File: config.mk
export PLATFORM = sky130hd
export DESIGN_NAME = fifo_ctrl_non2n_flat
export DESIGN_NICKNAME = d
export VERILOG_FILES = /design/src/rtl/fifo_ctrl_non2n_if.sv /design/src/rtl/fifo_ctrl_non2n.sv /design/src/flat_wrapper.sv
export SDC_FILE = /design/constraint.sdc
export NUM_CORES = 1
export LEC_CHECK = 0
export BUFFER_PORTS_ARGS = -buffer_cell sky130_fd_sc_hd__buf_2
export CAP_MARGIN = 0
export CORE_ASPECT_RATIO = 1.1
export CORE_UTILIZATION = 55
export DETAILED_ROUTE_END_ITERATION = 6
export PLACE_DENSITY = 0.9
export SLEW_MARGIN = 5
export SYNTH_ARGS = -nofsm -noshare
export SYNTH_HDL_FRONTEND = slang
export SYNTH_SLANG_ARGS = --single-unit
File: constraint.sdc
create_clock -name clk -period 5.3 [get_ports clk]
set_input_delay 1.06 -clock clk [delete_from_list [all_inputs] [get_ports clk]]
set_output_delay 1.06 -clock clk [all_outputs]
set_load 0.1 [all_outputs]
File: src/rtl/fifo_ctrl_non2n_if.sv
// Handshake and storage-array bus for the non-power-of-two FIFO controller.
// The producer/consumer side uses the master modport.
// The controller uses the slave modport.
interface fifo_ctrl_non2n_if #(
  parameter int DATA_WIDTH = 8,
  parameter int PTR_WIDTH  = 10
);
  logic                  wr_req;
  logic [DATA_WIDTH-1:0] wr_data;
  logic                  rd_req;
  logic                  clr_err;
  logic                  mem_w_en;
  logic [PTR_WIDTH-1:0]  mem_waddr;
  logic [DATA_WIDTH-1:0] mem_wdata;
  logic                  mem_r_en;
  logic [PTR_WIDTH-1:0]  mem_raddr;
  logic                  rd_valid;
  logic                  full;
  logic                  empty;
  logic                  almost_full;
  logic                  almost_empty;
  logic [PTR_WIDTH:0]    count;
  logic                  overflow;
  logic                  underflow;

  modport master (
    output wr_req, wr_data, rd_req, clr_err,
    input  mem_w_en, mem_waddr, mem_wdata, mem_r_en, mem_raddr, rd_valid,
           full, empty, almost_full, almost_empty, count, overflow, underflow
  );

  modport slave (
    input  wr_req, wr_data, rd_req, clr_err,
    output mem_w_en, mem_waddr, mem_wdata, mem_r_en, mem_raddr, rd_valid,
           full, empty, almost_full, almost_empty, count, overflow, underflow
  );
endinterface

File: src/rtl/fifo_ctrl_non2n.sv
// Pointer/occupancy controller for a FIFO storage array of arbitrary DEPTH.
// The array has a registered read port, so rd_valid marks the cycle after a read strobe.
// Pointers wrap at DEPTH-1 by explicit compare.
module fifo_ctrl_non2n #(
  parameter int DATA_WIDTH = 8,
  parameter int PTR_WIDTH  = 10,
  parameter int DEPTH      = 1000,
  parameter int AFULL_TH   = DEPTH - 4,
  parameter int AEMPTY_TH  = 4
) (
  input  logic              clk,
  input  logic              rst_n,
  fifo_ctrl_non2n_if.slave  bus
);

  localparam logic [PTR_WIDTH-1:0] LAST_PTR = PTR_WIDTH'(DEPTH - 1);
  localparam logic [PTR_WIDTH-1:0] PTR_ONE  = PTR_WIDTH'(1);
  localparam logic [PTR_WIDTH:0]   CNT_FULL = (PTR_WIDTH+1)'(DEPTH);
  localparam logic [PTR_WIDTH:0]   CNT_ONE  = (PTR_WIDTH+1)'(1);
  localparam logic [PTR_WIDTH:0]   AF_LEVEL = (PTR_WIDTH+1)'(AFULL_TH);
  localparam logic [PTR_WIDTH:0]   AE_LEVEL = (PTR_WIDTH+1)'(AEMPTY_TH);

  logic [PTR_WIDTH-1:0]  wptr, wptr_nxt;
  logic [PTR_WIDTH-1:0]  rptr, rptr_nxt;
  logic [PTR_WIDTH:0]    cnt, cnt_nxt;
  logic                  valid_q;
  logic                  ovf_q, ovf_nxt;
  logic                  unf_q, unf_nxt;
  logic                  is_full, is_empty;
  logic                  wa, ra;
  logic [DATA_WIDTH-1:0] wdata;

  // Flags come only from the registered count, so acceptance never depends on the other request.
  always_comb begin
    is_full  = (cnt == CNT_FULL);
    is_empty = (cnt == '0);
    wa       = bus.wr_req & ~is_full;
    ra       = bus.rd_req & ~is_empty;
  end

  // Next pointers, occupancy and sticky errors; a set in the same cycle as a clear wins.
  always_comb begin
    wptr_nxt = wptr;
    rptr_nxt = rptr;
    cnt_nxt  = cnt;
    ovf_nxt  = ovf_q;
    unf_nxt  = unf_q;
    if (wa) wptr_nxt = (wptr == LAST_PTR) ? '0 : wptr + PTR_ONE;
    if (ra) rptr_nxt = (rptr == LAST_PTR) ? '0 : rptr + PTR_ONE;
    case ({wa, ra})
      2'b10:   cnt_nxt = cnt + CNT_ONE;
      2'b01:   cnt_nxt = cnt - CNT_ONE;
      default: cnt_nxt = cnt;
    endcase
    if (bus.clr_err) begin
      ovf_nxt = 1'b0;
      unf_nxt = 1'b0;
    end
    if (bus.wr_req & is_full)  ovf_nxt = 1'b1;
    if (bus.rd_req & is_empty) unf_nxt = 1'b1;
  end

  // State register; reset drops any pending read-valid immediately.
  always_ff @(posedge clk or negedge rst_n) begin
    if (!rst_n) begin
      wptr    <= '0;
      rptr    <= '0;
      cnt     <= '0;
      valid_q <= 1'b0;
      ovf_q   <= 1'b0;
      unf_q   <= 1'b0;
    end else begin
      wptr    <= wptr_nxt;
      rptr    <= rptr_nxt;
      cnt     <= cnt_nxt;
      valid_q <= ra;
      ovf_q   <= ovf_nxt;
      unf_q   <= unf_nxt;
    end
  end

  // Drive the array strobes, addresses and status outputs.
  always_comb begin
    wdata            = bus.wr_data;
    bus.mem_w_en     = wa;
    bus.mem_waddr    = wptr;
    bus.mem_wdata    = wdata;
    bus.mem_r_en     = ra;
    bus.mem_raddr    = rptr;
    bus.rd_valid     = valid_q;
    bus.full         = is_full;
    bus.empty        = is_empty;
    bus.almost_full  = (cnt >= AF_LEVEL);
    bus.almost_empty = (cnt <= AE_LEVEL);
    bus.count        = cnt;
    bus.overflow     = ovf_q;
    bus.underflow    = unf_q;
  end

endmodule

File: src/flat_wrapper.sv
// flat-port wrapper written by rule: the top's interface ports become plain ports
module fifo_ctrl_non2n_flat 
#(
  parameter int DATA_WIDTH = 8,
  parameter int PTR_WIDTH  = 10,
  parameter int DEPTH      = 1000,
  parameter int AFULL_TH   = DEPTH - 4,
  parameter int AEMPTY_TH  = 4
)
  (clk, rst_n, bus_wr_req, bus_wr_data, bus_rd_req, bus_clr_err, bus_mem_w_en, bus_mem_waddr, bus_mem_wdata, bus_mem_r_en, bus_mem_raddr, bus_rd_valid, bus_full, bus_empty, bus_almost_full, bus_almost_empty, bus_count, bus_overflow, bus_underflow);
  fifo_ctrl_non2n_if #(.DATA_WIDTH(DATA_WIDTH), .PTR_WIDTH(PTR_WIDTH)) bus_i ();
  input  logic clk;
  input  logic rst_n;
  input wire logic [$bits(bus_i.wr_req)-1:0] bus_wr_req;
  input wire logic [$bits(bus_i.wr_data)-1:0] bus_wr_data;
  input wire logic [$bits(bus_i.rd_req)-1:0] bus_rd_req;
  input wire logic [$bits(bus_i.clr_err)-1:0] bus_clr_err;
  output wire logic [$bits(bus_i.mem_w_en)-1:0] bus_mem_w_en;
  output wire logic [$bits(bus_i.mem_waddr)-1:0] bus_mem_waddr;
  output wire logic [$bits(bus_i.mem_wdata)-1:0] bus_mem_wdata;
  output wire logic [$bits(bus_i.mem_r_en)-1:0] bus_mem_r_en;
  output wire logic [$bits(bus_i.mem_raddr)-1:0] bus_mem_raddr;
  output wire logic [$bits(bus_i.rd_valid)-1:0] bus_rd_valid;
  output wire logic [$bits(bus_i.full)-1:0] bus_full;
  output wire logic [$bits(bus_i.empty)-1:0] bus_empty;
  output wire logic [$bits(bus_i.almost_full)-1:0] bus_almost_full;
  output wire logic [$bits(bus_i.almost_empty)-1:0] bus_almost_empty;
  output wire logic [$bits(bus_i.count)-1:0] bus_count;
  output wire logic [$bits(bus_i.overflow)-1:0] bus_overflow;
  output wire logic [$bits(bus_i.underflow)-1:0] bus_underflow;
  assign bus_i.wr_req = bus_wr_req;
  assign bus_i.wr_data = bus_wr_data;
  assign bus_i.rd_req = bus_rd_req;
  assign bus_i.clr_err = bus_clr_err;
  assign bus_mem_w_en = bus_i.mem_w_en;
  assign bus_mem_waddr = bus_i.mem_waddr;
  assign bus_mem_wdata = bus_i.mem_wdata;
  assign bus_mem_r_en = bus_i.mem_r_en;
  assign bus_mem_raddr = bus_i.mem_raddr;
  assign bus_rd_valid = bus_i.rd_valid;
  assign bus_full = bus_i.full;
  assign bus_empty = bus_i.empty;
  assign bus_almost_full = bus_i.almost_full;
  assign bus_almost_empty = bus_i.almost_empty;
  assign bus_count = bus_i.count;
  assign bus_overflow = bus_i.overflow;
  assign bus_underflow = bus_i.underflow;
  fifo_ctrl_non2n #(.DATA_WIDTH(DATA_WIDTH), .PTR_WIDTH(PTR_WIDTH), .DEPTH(DEPTH), .AFULL_TH(AFULL_TH), .AEMPTY_TH(AEMPTY_TH)) u_core (.clk(clk), .rst_n(rst_n), .bus(bus_i));
endmodule
* Yosys cells after proc, flatten, opt, wreduce, memory -nomap -nowiden
Index checks and enable logic that the tools add are counted.
** Word-level totals
- Logic and storage cells :: 33
- Input port bits :: 13
- Register bits after elaboration :: 34
** Cells by class
- Equality and inequality tests :: 5
- Bitwise gates (word level) :: 6
- Reductions and logical operators :: 4
- Magnitude comparators :: 2
- Multiplexer cells :: 6
- $add $sub $neg :: 4
** Operator list (count)
- $pmux W11 S2 :: 1
- $add A10 B1 Y10 const B :: 2
- $eq A10 B10 Y1 const B :: 2
- $mux W10 :: 2
- $add A11 B1 Y11 const B :: 1
- $eq A11 B10 Y1 const B :: 1
- $ge A11 B10 Y1 const B :: 1
- $le A11 B3 Y1 const B :: 1
- $logic_not A11 Y1 :: 1
- $sub A11 B1 Y11 const B :: 1
- $reduce_bool A2 Y1 :: 3
- $and A1 B1 Y1 :: 4
- $mux W1 :: 3
- $eq A2 B1 Y1 const B :: 1
- $eq A2 B2 Y1 const B :: 1
- $not A1 Y1 :: 2

* Depth between registers and ports, before layout
Gate-level depths: netlist (run 1).
- Depth in word-level cells :: 5
- Gate-level depth with buffers :: 13
- Depth with buffers taken out :: 13

* Worst setup path before layout (run 1)
OpenSTA, ideal clock, no wires.
- Path type :: register to output
- Start point :: reg u_core.cnt[7] (netlist: u_core.bus.count[7])
- End point :: out bus_almost_empty
- Required time :: 4240 ps
- Slack :: -353 ps
- Stages on the path, launching flop included :: 3
- Path buffers :: 0
- Arrival :: 4593 ps
- Path through :: dfrtp_1 or4_4 nor4b_1
** On the way
- Longest elaborated chain between the ends :: 1
** RTL lines
- from (decl) :: RTL line fifo_ctrl_non2n.sv:25 : logic [PTR_WIDTH:0] cnt, cnt_nxt;
- from (signal assigned) :: RTL line fifo_ctrl_non2n.sv:75 : cnt <= cnt_nxt;
- $le A11 B3 Y1 :: RTL line fifo_ctrl_non2n.sv:94 : bus.almost_empty = (cnt <= AE_LEVEL);
- to (decl) :: RTL line flat_wrapper.sv:27 : output wire logic [$bits(bus_i.almost_empty)-1:0] bus_almost_empty;
No other way between the ends.

* Worst setup path in the final report (run 1)
- Start point :: reg u_core.cnt[7] (netlist: u_core.bus.count[7])
- End point :: reg u_core.cnt[10] (netlist: u_core.bus.count[10])
** On the way
- Longest elaborated chain between the ends :: 5
- Elaborated cells between the ends (all ways) :: 12
** RTL lines
- parallel branches: the longest is 5 deep, another holds $sub A11 B1 Y11
Several ways; the timed one is not identified.
A chain may end at the register's enable or synchronous reset.

==> results.py, run 1 <==
metrics = {
    "run_status": {
        "status": "completed",
    },
    "die": {
        "core_area_sq_um": 3680,
        "die_w_um": 61.5,
        "start_util": 0.581,
        "ios": 61,
        "dieArea_sq_um": 4140,
        "chipHeight_um": 67.4,
        "rows": 23,
    },
    "drt": {
        "routedWlPerCell_um": 14.5,
        "routed_wl_mm": 4.71,
        "drt-initial-drc-count": 155,
        "drc": 0,
        "dr.pass1.iters": 4,
        "drt-vias-per-instance": 5.85,
        "route.vias.total": 1894,
        "antenna_left": 0,
    },
    "place": {
        "post_dp_cell_area_sq_um": 2340,
        "io_buffers": 44,
        "hpwlAfterDp_mm": 3.45,
        "gp_congestion": 0.877,
    },
    "synth": {
        "ys_types": 47,
        "synth-seq-cells": 34,
        "synth_edf_count": 0,
        "yosys_most_used_dff": "dfrtp_1",
        "syn_avg_cell_area_sq_um": 9.14,
        "syn-num-nets": 260,
        "synth-async-reset-ratio": 1.00,
        "ys_seq_area_frac": 0.398,
        "synth_cells": 234,
        "syn_area_sq_um": 2140,
        "yosysWarnings": 0,
    },
    "worst_setup_path": {
        "critPathKind": "flop to flop",
        "worstPathCellList": "or4_4 > nor3_4 > or2b_4 > inv_2 > ha_1 > ha_1 > a21o_1 > a211oi_1 > nand3_1 > o211ai_1 > mux2i_1 > xnor2_1",
        "critical_path_arrival_ps": 3850,
        "critical-path-top-delay-family": "simple AND/OR/NAND/NOR gates",
        "cp_common_cell": "ha_1",
        "worstPathRequired_ps": 5520,
        "cp_max_fo": 13,
        "critPathBufInv": 1,
        "slowest_delay_ps": 600,
        "startpoint_type": "flop",
        "worstSetupEndpointType": "flop",
        "critPathSlowestCell": "or4_4",
    },
    "global_routing": {
        "grt_pass1_wl_mm": 7.38,
        "grt_antenna_before_repair": 0,
        "grt_max_degree": 35,
        "gr-usage-all-layers": 0.241,
        "grt_pass1_vias": 1632,
        "grt-ovfl-total": 0,
    },
    "layout": {
        "layout_common_cells": "44 x buf_2, 34 x dfrtp_1, 25 x nand2_1, 21 x o21ai_0, 18 x nor2_1",
        "final_common_cell": "buf_2",
        "nets": 299,
        "drive_above_1_share": 0.248,
        "area_growth_pct": 13.9,
        "multi_input_area_sq_um": 1180,
        "fin_area_sq_um": 2440,
        "regArea_sq_um": 851,
        "n_fill_cell": 314,
        "diodes": 0,
    },
    "sta": {
        "max_slew.worst_pin.slew_ps": 769,
        "setup_viol": 0,
        "grt_setup_unrepaired": "false",
        "slew-limit-headroom": 0.483,
        "drv_slew": 0,
        "period_needed_ps": 3630,
        "fin_tns_setup_ps": 0,
        "fin_worst_skew_ps": 2.82,
        "fmax_ghz": 0.276,
        "hold_ws_ps": 504,
        "fin_crit_sh": 0.685,
        "hold_violations": 0,
    },
    "clocking": {
        "htree_levels": 2,
        "clkLatencyLatePin_ps": 290,
        "cts_inserted_buffers": 5,
        "cts_buffer_depth": 2,
        "postCtsHoldBufs": 0,
        "cts_tree": "built",
        "path_clk_slew_ps": 70,
        "ctsRootBufferMaster": "clkbuf_8",
        "cts_setup_buffers": 0,
        "cts_resized": 0,
        "cts_num_sinks": 34,
    },
    "hold_path": {
        "hold_class": "flop to flop",
    },
    "flow_run": {
        "maxCapViolations": 0,
    },
}
per-layer routing:
layer,global-route usage,part of all wire
met1,0.310,0.44
met2,0.385,0.49
met3,0.0556,0.051
met4,0.108,0.022
met5,0,0
registers in the layout, indices dropped and copies added, names as in the netlist:
| name | cells |
|---|---|
| u_core.bus.count | 11 |
| u_core.bus.mem_raddr | 10 |
| u_core.bus.mem_waddr | 10 |
| u_core.bus.overflow | 1 |
| u_core.bus.rd_valid | 1 |
| u_core.bus.underflow | 1 |
synth_stat cells, types with 2 or more instances:
cell type | count | share of area
o21ai_1 | 2 | 0.0047
o21ai_0 | 21 | 0.049
nand4_1 | 2 | 0.0059
a21o_1 | 5 | 0.018
nand2_2 | 3 | 0.0088
buf_4 | 8 | 0.028
o21a_1 | 3 | 0.011
xnor2_1 | 8 | 0.033
nor2_1 | 18 | 0.032
ha_1 | 12 | 0.070
o31ai_1 | 8 | 0.028
nor3_1 | 6 | 0.014
nand3_1 | 9 | 0.021
o41ai_1 | 2 | 0.0082
o21bai_1 | 2 | 0.0070
dfrtp_1 | 34 | 0.40
a21oi_1 | 6 | 0.014
a31oi_1 | 3 | 0.0088
nor4b_1 | 2 | 0.0082
nor2b_1 | 3 | 0.0088
o21ai_2 | 5 | 0.020
xor2_1 | 4 | 0.016
a22o_1 | 2 | 0.0082
and3_1 | 9 | 0.026
nand2_1 | 25 | 0.044
nand2b_1 | 4 | 0.012
inv_1 | 6 | 0.011
clkbuf_1 | 3 | 0.0053
through the flow:
step                 util  worst slack (ps)  cells
global route        0.661              1430    324
detailed placement  0.636              1670    316
CTS                 0.661              1680    324
floorplan               -               570    234
finish              0.661              1670    324
global placement    0.636              1730    316
logic make-up (layout without fill, tap and decap cells):
family / after synthesis / count (layout) / share of synthesized area
fa+ha+maj: 13 / 13 / 0.0796
compound gates: 63 / 63 / 0.191
buf+inv: 20 / 60 / 0.0544
simple gates: 91 / 91 / 0.223
mux: 1 / 1 / 0.00468
flops: 34 / 34 / 0.398
xor+xnor: 12 / 12 / 0.0492
path summary, 6_finish.rpt:
check	startpoint	end	slack, ps	cells after the start
max in group asynchronous	rst_n	u_core.bus.count[0]	3980	1
worst max-delay path	u_core.bus.count[7]	u_core.bus.count[10]	1670	12
worst min register to register	u_core.bus.mem_waddr[9]	u_core.bus.mem_waddr[9]	500	1
min in group asynchronous	rst_n	u_core.bus.mem_raddr[1]	840	1
worst min-delay path	u_core.bus.mem_waddr[9]	u_core.bus.mem_waddr[9]	500	1
worst max register to register	u_core.bus.count[7]	u_core.bus.count[10]	1670	12
area by class of cell:
| cell class | count | share of cell area |
|---|---|---|
| Clock buffer | 6 | 0.0339 |
| Clock inverter | 2 | 0.00514 |
| Inverter | 8 | 0.0123 |
| Multi-Input combinational cell | 180 | 0.483 |
| Sequential cell | 34 | 0.349 |
| Tap cell | 50 | 0.0257 |
| Timing Repair Buffer | 44 | 0.0904 |
Power of run 1 is not shown: default switching activity piles up to over one toggle a cycle in this logic, so the estimate is an artifact.
==> run 2: changes to the inputs <==
--- a/config.mk
+++ b/config.mk
@@ -5,12 +5,13 @@
 export SDC_FILE = /design/constraint.sdc
 export NUM_CORES = 1
 export LEC_CHECK = 0
+export ABC_AREA = 1
 export BUFFER_PORTS_ARGS = -buffer_cell sky130_fd_sc_hd__buf_2
 export CAP_MARGIN = 0
 export CORE_ASPECT_RATIO = 1.1
-export CORE_UTILIZATION = 55
+export CORE_UTILIZATION = 48
 export DETAILED_ROUTE_END_ITERATION = 6
-export PLACE_DENSITY = 0.9
+export PLACE_DENSITY = 0.82
 export SLEW_MARGIN = 5
 export SYNTH_ARGS = -nofsm -noshare
 export SYNTH_HDL_FRONTEND = slang
==> constraint.sdc (replaced) <==
create_clock -name clk -period 3.2 [get_ports clk]
set_input_delay 0.64 -clock clk [delete_from_list [all_inputs] [get_ports clk]]
set_output_delay 0.64 -clock clk [all_outputs]
set_load 0.1 [all_outputs]
==> run 2 against run 1 <==
Hold slack got worse by 81 ps. Via count rose by 20%. Global-route usage fell by 1.6 points. Routed wire length rose by 19%. Cell area rose by 13%. Sequential share of layout area fell by 3.3 points. Count of clock-buffer cells in the layout did not move.
==> results.py, run 2 <==
metrics = {
    "drt": {
        "drt-vias-per-instance": 5.22,
        "dr.pass1.iters": 4,
        "drt-initial-drc-count": 165,
        "routed_wl_mm": 5.59,
        "antenna_left": 0,
        "drc": 0,
        "routedWlPerCell_um": 12.8,
        "route.vias.total": 2277,
    },
    "clocking": {
        "cts_num_sinks": 34,
        "cts_setup_buffers": 0,
        "cts_buffer_depth": 2,
        "htree_levels": 2,
        "postCtsHoldBufs": 0,
        "cts_tree": "built",
        "cts_resized": 0,
        "path_clk_slew_ps": 80,
        "cts_inserted_buffers": 5,
        "clkLatencyLatePin_ps": 290,
        "ctsRootBufferMaster": "clkbuf_8",
    },
    "die": {
        "dieArea_sq_um": 5370,
        "rows": 26,
        "die_w_um": 70.0,
        "chipHeight_um": 76.8,
        "core_area_sq_um": 4750,
        "start_util": 0.514,
        "ios": 61,
    },
    "layout": {
        "nets": 405,
        "layout_common_cells": "97 x nand2_1, 44 x buf_2, 40 x inv_1, 34 x nor2_1, 32 x nand3_1",
        "n_fill_cell": 444,
        "diodes": 0,
        "area_growth_pct": 12.9,
        "drive_above_1_share": 0.221,
        "final_common_cell": "nand2_1",
        "finish.utilization": 0.580,
        "largest_reg_flops": 11,
    },
    "synth": {
        "synth-seq-cells": 34,
        "yosysWarnings": 0,
        "ys_seq_area_frac": 0.349,
        "syn-num-nets": 366,
        "ys_types": 32,
        "synth-async-reset-ratio": 1.00,
        "synth_edf_count": 0,
        "ys_top_cells_by_count": "97 x nand2_1, 40 x inv_1, 34 x dfrtp_1, 34 x nor2_1, 32 x nand3_1",
        "ys_top_cells_by_area": "dfrtp_1 35%, nand2_1 15%, nand3_1 6.6%",
        "synthMostInstantiatedCell": "nand2_1",
        "syn_area_sq_um": 2440,
        "synth_top_area_frac": 0.349,
        "syn_avg_cell_area_sq_um": 7.18,
        "synth_cells": 340,
        "synth_top_cell_by_area": "dfrtp_1",
        "yosys_most_used_dff": "dfrtp_1",
    },
    "worst_setup_path": {
        "critical-path-top-delay-family": "simple AND/OR/NAND/NOR gates",
        "worstSetupEndpointType": "flop",
        "slowest_delay_ps": 510,
        "worstPathRequired_ps": 3400,
        "critPathSlowestCell": "dfrtp_4",
        "cp_max_fo": 12,
        "worstPathCellList": "inv_1 > nor2_1 > nand2_2 > nor2_4 > nor2_4 > clkinv_2 > ha_2 > ha_1 > nand2_1 > nand3_1 > nand2_1 > nand2_1 > nand2_1 > nand2_1 > o21ai_0",
        "critical_path_arrival_ps": 2960,
        "critPathKind": "flop to flop",
        "startpoint_type": "flop",
        "cp_common_cell": "nand2_1",
        "critPathBufInv": 2,
    },
    "run_status": {
        "status": "completed",
    },
    "global_routing": {
        "grt_max_degree": 35,
        "grt_pass1_wl_mm": 9.82,
        "grt_pass1_vias": 2183,
        "gr-usage-all-layers": 0.225,
        "grt-ovfl-total": 0,
        "grt_antenna_before_repair": 0,
    },
    "power": {
        "power.combinational.fraction": 0.633,
        "power_density_nw_per_um2": 1120,
        "power_mw": 3.07,
        "switchingPower_mw": 1.94,
        "p_int_mw": 1.13,
        "sequentialPowerShare": 0.257,
        "p_sw_frac": 0.631,
        "vdd_drop_max_mv": 0.627,
        "p_leak_nw": 1.45,
        "clkPwrFrac": 0.110,
    },
    "sta": {
        "hold_violations": 0,
        "max_slew.worst_pin.slew_ps": 783,
        "fin_worst_skew_ps": 13.3,
        "period_needed_ps": 2770,
        "fmax_ghz": 0.361,
        "grt_setup_unrepaired": "false",
        "slew-limit-headroom": 0.478,
        "drv_slew": 0,
        "fin_tns_setup_ps": 0,
        "fin_crit_sh": 0.865,
        "setup_viol": 0,
    },
    "place": {
        "io_buffers": 44,
        "gp_congestion": 0.907,
        "hpwlAfterDp_mm": 4.20,
    },
    "flow_run": {
        "maxCapViolations": 0,
    },
    "hold_path": {
        "hold_class": "input pin to async pin",
    },
}
run 2: cell types whose count changed after synthesis, moves of 6 or more:
cell | previous run | this run
nand2_1 | 25 | 97
inv_1 | 6 | 40
nand3_1 | 9 | 32
nor2_1 | 18 | 34
and3_1 | 9 | 0
o21ai_0 | 21 | 12
o31ai_1 | 8 | 1
nand4_1 | 2 | 8
o21ai_1 | 2 | 8
xnor2_1 | 8 | 2
run 2: cells by family (layout without fill, tap and decap cells):
| group | count (synthesis) | count (layout) | share of synthesized area |
|---|---|---|---|
| flops | 34 | 34 | 0.349 |
| fa+ha+maj | 13 | 13 | 0.0697 |
| simple gates | 193 | 193 | 0.361 |
| compound gates | 34 | 34 | 0.0769 |
| xor+xnor | 11 | 11 | 0.0395 |
| buf+inv | 55 | 95 | 0.105 |
run 2: worst paths after layout:
path / start / to / slack (ps) / cells after the start
worst min register to register: u_core.bus.underflow / u_core.bus.underflow / 520 / 2
worst min-delay path: rst_n / u_core.bus.mem_raddr[7] / 420 / 1
min in group clk: u_core.bus.underflow / u_core.bus.underflow / 520 / 2
max in group asynchronous: rst_n / u_core.bus.count[9] / 2180 / 1
worst max-delay path: u_core.bus.count[5] / u_core.bus.count[5] / 430 / 15
worst max register to register: u_core.bus.count[5] / u_core.bus.count[5] / 430 / 15
run 2: power by group through the flow:
| stage | clock network, mW | registers (mW) | logic (mW) |
|---|---|---|---|
| final | 0.339 | 0.789 | 1.94 |
| after global routing | 0.366 | 0.815 | 2.08 |
| after CTS | 0.350 | 0.785 | 1.95 |
| after detailed placement | 0 | 0.793 | 1.94 |
| after global placement | 0 | 0.788 | 1.93 |
| after floorplan | 0 | 1.70 | 0.740 |
run 2: area by class of cell:
class / instances / area, sq um / share of cell area
clock buffers: 6 / 82.6 / 0.0300
clock inverters: 2 / 12.5 / 0.00454
inverters: 43 / 163 / 0.0591
flip-flops and latches: 34 / 870 / 0.316
well taps: 56 / 70.1 / 0.0254
repair buffers: 44 / 220 / 0.0800
multi-input cells: 251 / 1340 / 0.485
run 2: layer usage:
metal	GRT usage	part of all wire
met1	0.300	0.46
met3	0.0407	0.053
met2	0.358	0.46
met5	0	0
met4	0.0960	0.020
run 2: metrics by stage:
step / cells / hold WS (ps) / setup WS (ps) / cell area (sq um)
after global routing: 436 / 492 / 151 / 2750
final: 436 / 423 / 434 / 2750
after floorplan: 340 / 344 / 84.2 / 2460
after detailed placement: 428 / 514 / 381 / 2660
after global placement: 428 / 504 / 478 / 2660
after CTS: 436 / 444 / 446 / 2750
run 2: worst reg2reg max path, delay by kind of cell (launching register included):
family          cells  cell delay (ps)
compound gates      1              160
fa+ha+maj           2              690
buf+inv             2              290
simple gates       10             1020
flops               1              510
(Power assumes the default switching activity.)
